## config.mk

```make
export PLATFORM = sky130hd
export DESIGN_NAME = pll_scan_sequencer
export DESIGN_NICKNAME = d
export VERILOG_FILES = /design/src/rtl/pll_scan_sequencer.sv
export SDC_FILE = /design/constraint.sdc
export NUM_CORES = 1
export LEC_CHECK = 0
export CAP_MARGIN = 10
export CORE_MARGIN = 2
export CORE_UTILIZATION = 26
export DETAILED_ROUTE_END_ITERATION = 10
export GPL_TIMING_DRIVEN = 0
export MAX_ROUTING_LAYER = met4
export PLACE_DENSITY_LB_ADDON = 0.1
export SYNTH_ARGS = -nofsm -noshare
export SYNTH_HDL_FRONTEND = slang
export SYNTH_SLANG_ARGS = --single-unit
```

## constraint.sdc

```tcl
create_clock -name clk27 -period 3.6 [get_ports clk27]
set_input_delay 0.54 -clock clk27 [delete_from_list [all_inputs] [get_ports clk27]]
set_output_delay 0.54 -clock clk27 [all_outputs]
set_load 0.005 [all_outputs]
```

## src/rtl/pll_scan_sequencer.sv

```systemverilog
// Shifts a ROM-held PLL scan-chain image MSB-first, applies it, resets the PLL and qualifies lock.
// Define PLLSEQ_TIMEOUT_EN to enable the scandone/lock timeouts and the sticky error output.
module pll_scan_sequencer #(
    parameter int CHAIN_LEN    = 144,
    parameter int SCAN_DIV     = 2,
    parameter int ARESET_LEN   = 8,
    parameter int LOCK_TIMEOUT = 65535
) (
    input  logic        clk27,
    input  logic        reset_n,
    input  logic        start,
    input  logic [1:0]  cfg_sel,
    output logic [7:0]  rom_addr,
    input  logic [15:0] rom_data,
    output logic        pll_scanclk,
    output logic        pll_scanclkena,
    output logic        pll_scandata,
    output logic        pll_configupdate,
    input  logic        pll_scandone,
    output logic        pll_areset,
    input  logic        pll_locked,
    output logic        busy,
    output logic        done,
    output logic        error
);
    localparam int DIV_W  = (SCAN_DIV > 1) ? $clog2(SCAN_DIV) : 1;
    localparam int EDGE_W = $clog2(CHAIN_LEN + 1);
    localparam int AR_W   = (ARESET_LEN > 1) ? $clog2(ARESET_LEN) : 1;
    localparam logic [DIV_W-1:0]  DIV_RELOAD = DIV_W'(SCAN_DIV - 1);
    localparam logic [EDGE_W-1:0] EDGE_TOTAL = EDGE_W'(CHAIN_LEN);
    localparam logic [AR_W-1:0]   AR_RELOAD  = AR_W'(ARESET_LEN - 1);
`ifdef PLLSEQ_TIMEOUT_EN
    localparam int WAIT_W = $clog2(LOCK_TIMEOUT + 2);
    localparam logic [WAIT_W-1:0] WAIT_LIMIT = WAIT_W'(LOCK_TIMEOUT);
`endif

    typedef enum logic [3:0] {
        S_IDLE, S_FETCH, S_SHIFT, S_UPDATE, S_WAIT_DONE, S_ARESET, S_WAIT_LOCK, S_DONE, S_ERR
    } state_t;

    state_t             r_state;
    logic [1:0]         r_cfg;
    logic [5:0]         r_word_idx;
    logic [15:0]        r_shreg;
    logic [3:0]         r_bit_cnt;
    logic [DIV_W-1:0]   r_div_cnt;
    logic [EDGE_W-1:0]  r_edge_cnt;
    logic [AR_W-1:0]    r_ar_cnt;
    logic [3:0]         r_qual_cnt;
    logic               r_fetch_wait;
    logic               r_scanclk;
    logic               r_scanclkena;
    logic               r_configupdate;
    logic               r_areset;
    logic               r_busy;
    logic               r_done;
    logic [1:0]         r_scandone_sync;
    logic               r_scandone_d;
    logic [1:0]         r_locked_sync;
`ifdef PLLSEQ_TIMEOUT_EN
    logic [WAIT_W-1:0]  r_wait_cnt;
    logic               r_error;
`endif

    logic w_div_tc;
    logic w_scandone_rise;
    logic w_locked;

    assign w_div_tc        = (r_div_cnt == '0);
    assign w_scandone_rise = r_scandone_sync[1] & ~r_scandone_d;
    assign w_locked        = r_locked_sync[1];

    assign rom_addr         = {r_cfg, r_word_idx};
    assign pll_scanclk      = r_scanclk;
    assign pll_scanclkena   = r_scanclkena;
    assign pll_scandata     = r_shreg[15];
    assign pll_configupdate = r_configupdate;
    assign pll_areset       = r_areset;
    assign busy             = r_busy;
    assign done             = r_done;
`ifdef PLLSEQ_TIMEOUT_EN
    assign error            = r_error;
`else
    assign error            = 1'b0;
`endif

    always_ff @(posedge clk27 or negedge reset_n) begin
        if (!reset_n) begin
            r_scandone_sync <= 2'b00;
            r_scandone_d    <= 1'b0;
            r_locked_sync   <= 2'b00;
        end else begin
            r_scandone_sync <= {r_scandone_sync[0], pll_scandone};
            r_scandone_d    <= r_scandone_sync[1];
            r_locked_sync   <= {r_locked_sync[0], pll_locked};
        end
    end

    always_ff @(posedge clk27 or negedge reset_n) begin
        if (!reset_n) begin
            r_state        <= S_IDLE;
            r_cfg          <= 2'b00;
            r_word_idx     <= '0;
            r_shreg        <= '0;
            r_bit_cnt      <= '0;
            r_div_cnt      <= '0;
            r_edge_cnt     <= '0;
            r_ar_cnt       <= '0;
            r_qual_cnt     <= '0;
            r_fetch_wait   <= 1'b0;
            r_scanclk      <= 1'b0;
            r_scanclkena   <= 1'b0;
            r_configupdate <= 1'b0;
            r_areset       <= 1'b0;
            r_busy         <= 1'b0;
            r_done         <= 1'b0;
`ifdef PLLSEQ_TIMEOUT_EN
            r_wait_cnt     <= '0;
            r_error        <= 1'b0;
`endif
        end else begin
            r_done <= 1'b0;
            case (r_state)
                S_IDLE: begin
                    if (start) begin
                        r_cfg        <= cfg_sel;
                        r_word_idx   <= '0;
                        r_edge_cnt   <= '0;
                        r_fetch_wait <= 1'b0;
                        r_busy       <= 1'b1;
`ifdef PLLSEQ_TIMEOUT_EN
                        r_error      <= 1'b0;
`endif
                        r_state      <= S_FETCH;
                    end
                end
                // ROM is registered: first cycle presents the address, second captures the word
                S_FETCH: begin
                    if (!r_fetch_wait) begin
                        r_fetch_wait <= 1'b1;
                    end else begin
                        r_fetch_wait <= 1'b0;
                        r_shreg      <= rom_data;
                        r_bit_cnt    <= 4'd15;
                        r_div_cnt    <= DIV_RELOAD;
                        r_scanclkena <= 1'b1;
                        r_state      <= S_SHIFT;
                    end
                end
                S_SHIFT: begin
                    if (!w_div_tc) begin
                        r_div_cnt <= r_div_cnt - DIV_W'(1);
                    end else begin
                        r_div_cnt <= DIV_RELOAD;
                        r_scanclk <= ~r_scanclk;
                        if (!r_scanclk) begin
                            if (r_edge_cnt != EDGE_TOTAL) r_edge_cnt <= r_edge_cnt + EDGE_W'(1);
                        end else begin
                            r_shreg <= {r_shreg[14:0], 1'b0};
                            if (r_bit_cnt != 4'd0) begin
                                r_bit_cnt <= r_bit_cnt - 4'd1;
                            end else if (r_edge_cnt == EDGE_TOTAL) begin
                                r_scanclkena   <= 1'b0;
                                r_configupdate <= 1'b1;
                                r_state        <= S_UPDATE;
                            end else begin
                                r_word_idx <= r_word_idx + 6'd1;
                                r_state    <= S_FETCH;
                            end
                        end
                    end
                end
                S_UPDATE: begin
                    if (!w_div_tc) begin
                        r_div_cnt <= r_div_cnt - DIV_W'(1);
                    end else begin
                        r_div_cnt <= DIV_RELOAD;
                        r_scanclk <= ~r_scanclk;
                        if (r_scanclk) begin
                            r_configupdate <= 1'b0;
`ifdef PLLSEQ_TIMEOUT_EN
                            r_wait_cnt     <= '0;
`endif
                            r_state        <= S_WAIT_DONE;
                        end
                    end
                end
                S_WAIT_DONE: begin
                    if (w_scandone_rise) begin
                        r_areset <= 1'b1;
                        r_ar_cnt <= AR_RELOAD;
                        r_state  <= S_ARESET;
                    end
`ifdef PLLSEQ_TIMEOUT_EN
                    else if (r_wait_cnt > WAIT_LIMIT) begin
                        r_error <= 1'b1;
                        r_busy  <= 1'b0;
                        r_state <= S_ERR;
                    end else if (r_wait_cnt != '1) begin
                        r_wait_cnt <= r_wait_cnt + WAIT_W'(1);
                    end
`endif
                end
                S_ARESET: begin
                    if (r_ar_cnt == '0) begin
                        r_areset   <= 1'b0;
                        r_qual_cnt <= '0;
`ifdef PLLSEQ_TIMEOUT_EN
                        r_wait_cnt <= '0;
`endif
                        r_state    <= S_WAIT_LOCK;
                    end else begin
                        r_ar_cnt <= r_ar_cnt - AR_W'(1);
                    end
                end
                // Lock must hold 16 consecutive cycles; a drop restarts qualification only
                S_WAIT_LOCK: begin
                    if (w_locked && r_qual_cnt == 4'd15) begin
                        r_done  <= 1'b1;
                        r_busy  <= 1'b0;
                        r_state <= S_DONE;
                    end
`ifdef PLLSEQ_TIMEOUT_EN
                    else if (r_wait_cnt > WAIT_LIMIT) begin
                        r_error  <= 1'b1;
                        r_areset <= 1'b0;
                        r_busy   <= 1'b0;
                        r_state  <= S_ERR;
                    end
`endif
                    else begin
                        r_qual_cnt <= w_locked ? r_qual_cnt + 4'd1 : 4'd0;
`ifdef PLLSEQ_TIMEOUT_EN
                        if (r_wait_cnt != '1) r_wait_cnt <= r_wait_cnt + WAIT_W'(1);
`endif
                    end
                end
                S_DONE:  r_state <= S_IDLE;
                S_ERR:   r_state <= S_IDLE;
                default: r_state <= S_IDLE;
            endcase
        end
    end
endmodule
```

==> results by group <==
Final layout
  • P&R area growth vs syn: 27.08%
  • Nets: 397
  • Most frequent cells in the layout: 59 x dfrtp_1, 47 x nand2_1, 36 x clkdlybuf4s50_1
  • Fill cell count: around 1200
  • Final instance area: 3687 um^2
  • Diode count: 0
  • Most common cell after layout, fill and taps aside: dfrtp_1
  • Share of layout cells above drive strength 1: 0.05108
  • Final std cells w/o fill: approximately 510

Timing
  • Final period util: 0.7247
  • Unrepaired setup endpoints after global routing: no
  • Final setup TNS: 0 ns
  • Final hold violations: 0
  • Slew Viols, Final: 0
  • Tightest Pin Transition: 0.7829 ns
  • Highest Clock Rate: 0.3833 GHz
  • Final min period: 2.609 ns
  • Final worst slack: slightly below 1 ns
  • Worst Skew: 0.007912 ns
  • Slew headroom: 0.4780
  • Final setup viols: 0

Clock network
  • CTS tree: yes
  • Hold Buf Count CTS: 0
  • CTS clk-pin slew, worst paths: 0.07 ns
  • CTS Sinks: 59
  • Clock root cell: clkbuf_8
  • CTS buffer count: 9
  • Postcts setup bufs: 0
  • PostCTS Resize Cnt: 0
  • H-tree levels: 3
  • Worst-Skew Late Latency: 0.35 ns
  • Clock Path Buffers: 2

Critical path
  • RR Startpoint: r_bit_cnt[0]
  • RR Endpoint: r_word_idx[4]
  • Crit path required time: approximately 3.9 ns
  • Worst setup EP type: register
  • Worst-path maximum fanout: 10
  • Worst Setup Path Type: reg -> reg
  • CP arrival: 2.88 ns
  • Internal reg-to-reg setup slack: a little under 1 ns
  • CP Launch Type: register
  • R2R cell count: 8

Route
  • WL final: 7328 um
  • Routed len/inst: 14.31 um
  • Routed vias: 2469
  • Vias per inst: 4.822
  • Antenna-violating nets left: 0
  • 1st-iter DRT viols: 86
  • DRC Markers: 0
  • First-pass iteration count of the detailed router: 4

Power
  • Sequential share of power: 0.379
  • Logic pwr share: 0.324
  • PD cells: 692.8 nW/um^2
  • Switch share: 0.3501
  • Psw: 0.0008945 W
  • P_int: 0.001660 W
  • Leak pwr: between 1.5 and 2 nW
  • Total power: 0.002555 W
  • Clk pwr share: 0.297
  • Worst vdd ir: 0.2148 mV

Logic synthesis
  • Yosys top cell area share: 0.5088
  • Unique masters post-synth: 49
  • Register area share after synthesis: 0.5088
  • Mean Syn Cell Area: roughly 9.1 um^2
  • Post-synth net total: 349
  • Post-Synthesis Cells: ~320
  • Area leader, netlist: dfrtp_1
  • EDFF count, synth: 0
  • Synthesized flop and latch total: 59
  • FFs w/ async S/R, synth: 1.000
  • Synth top area cells: dfrtp_1 51%, nand2_1 6.1%, nor2_1 4.4%
  • Synth Warn #: 0
  • Post-Syn Area: 2902 um^2
  • Ys flop type: dfrtp_1

Floorplan
  • Die area: 12020 um^2
  • Core Area: 10890 um^2
  • Die X: roughly 110 um
  • Die height: ~110 um
  • I/O pin cnt: 39
  • Starting Density: 0.2665
  • # rows: 38

Placement
  • Cells after DPL: 496
  • Dpl hpwl: 4979 um
  • Port buffer count: 37
  • Worst slack, placed: 0.9692 ns
  • Final RePlAce weighted congestion: ~0.80
  • Post-DP Area: 3445 um^2

Global route
  • Initial antenna violation count: 0
  • All-layer global routing usage: 0.1410
  • Met2 usage: 0.2147
  • First-pass GRT wire length: roughly 12000 um
  • Top Usage Layer GRT: met2
  • Vias in the first global route: between 2000 and 3000
  • GRT overflow: 0
  • Global routing usage on met3: 0.02845
  • Grt met1 use: 0.1781
  • Largest net degree at the start of global routing: 60

Worst hold path
  • Worst Hold Class: in -> async

Run status
  • Status: completed

Flow run
  • Max-Cap Viols: 0
## cell families (layout without fill, tap and decap cells)
| group | after synthesis | after routing | synth area share |
|---|---|---|---|
| and+or+nand+nor | 138 | 138 | 0.2272 |
| AOI/OAI and AO/OA | 82 | 82 | 0.1768 |
| adders and majority gates | 7 | 7 | 0.03018 |
| DFF | 59 | 59 | 0.5088 |
| other | 1 | 1 | 0.001292 |
| muxes | 3 | 3 | 0.01164 |
| xor gates and xnor gates | 3 | 3 | 0.009057 |
| buffers and inverters | 26 | 79 | 0.03493 |
## power by group through the flow
stage	clock network, W	logic, W	registers, W
after floorplan	0	0.000571	0.000946
after global placement	0	0.000832	0.000978
after detailed placement	0	0.000842	0.000980
after CTS	0.000783	0.000844	0.000969
after global routing	0.000818	0.000959	0.000995
final	0.000760	0.000827	0.000967
## routing by layer
layer / vias to the layer above / share of wire
met4: 0 / 0.022
li1: 1222 / -
met1: 1199 / 0.49
met3: 11 / 0.030
met5: - / 0
met2: 37 / 0.46
## sequential cells by signal, indices dropped and copies added (netlist names), 3 cells and up
signal      count
r_state         3
r_shreg        16
r_bit_cnt       4
r_word_idx      6
r_ar_cnt        3
r_edge_cnt      8
r_qual_cnt      4
## worst max-delay path, cell delays in order, from the launching register on
cell and delay (ns):
dfrtp_1 0.40, inv_1 0.08, ha_1 0.17, nor3b_1 0.60, o211ai_1 0.17, a211o_1 0.36, clkbuf_1 0.22, or3_1 0.39
a21oi_1 0.15
## how the worst max path moves through the flow
| stage | start | to | slack, ns | depth (start not counted) |
|---|---|---|---|---|
| after detailed placement | r_bit_cnt[0] | r_word_idx[4] | 0.97 | 8 |
| after floorplan | r_bit_cnt[0] | r_word_idx[4] | 1.46 | 8 |
| after global placement | reset_n | r_shreg[8] | -0.19 | 1 |
| after CTS | r_bit_cnt[0] | r_word_idx[4] | 0.94 | 8 |
| after global routing | r_bit_cnt[0] | r_word_idx[4] | 0.75 | 8 |
| final | r_bit_cnt[0] | r_word_idx[4] | 0.99 | 8 |
## cell usage after synthesis (all sizes together) (2+ instances only)
cell type,instances
inv,10
nand3,15
nand3b,2
a21oi,15
o31ai,7
nor2,34
a211o,2
o221ai,2
a31oi,17
or3,2
or4,2
buf,2
o21ai,24
dfrtp,59
nor3b,2
nand2,47
nand2b,8
o211ai,2
nor2b,4
nand4,2
a21o,2
mux2,3
xor2,3
and2,4
ha,7
nor3,5
clkbuf,14
and3,4
## per-stage QoR
step / hold slack (ns) / util
after floorplan: 0.2444 / -
after global placement: 0.3345 / 0.3166
after detailed placement: 0.3379 / 0.3164
after CTS: 0.3124 / 0.3387
after global routing: 0.3460 / 0.3387
final: 0.2774 / 0.3387
## layout make-up
cell class / count / area, um^2 / share of cell area
Sequential cell: 59 / 1476 / 0.4004
Multi-Input combinational cell: 234 / 1324 / 0.3590
Timing Repair Buffer: 37 / 367.9 / 0.09976
Tap cell: 140 / 175.2 / 0.04751
Clock buffer: 12 / 145.1 / 0.03936
Clock inverter: 4 / 97.59 / 0.02647
Buffer: 16 / 63.81 / 0.01731
Inverter: 10 / 37.54 / 0.01018
Power figures use the tool's default switching activity.
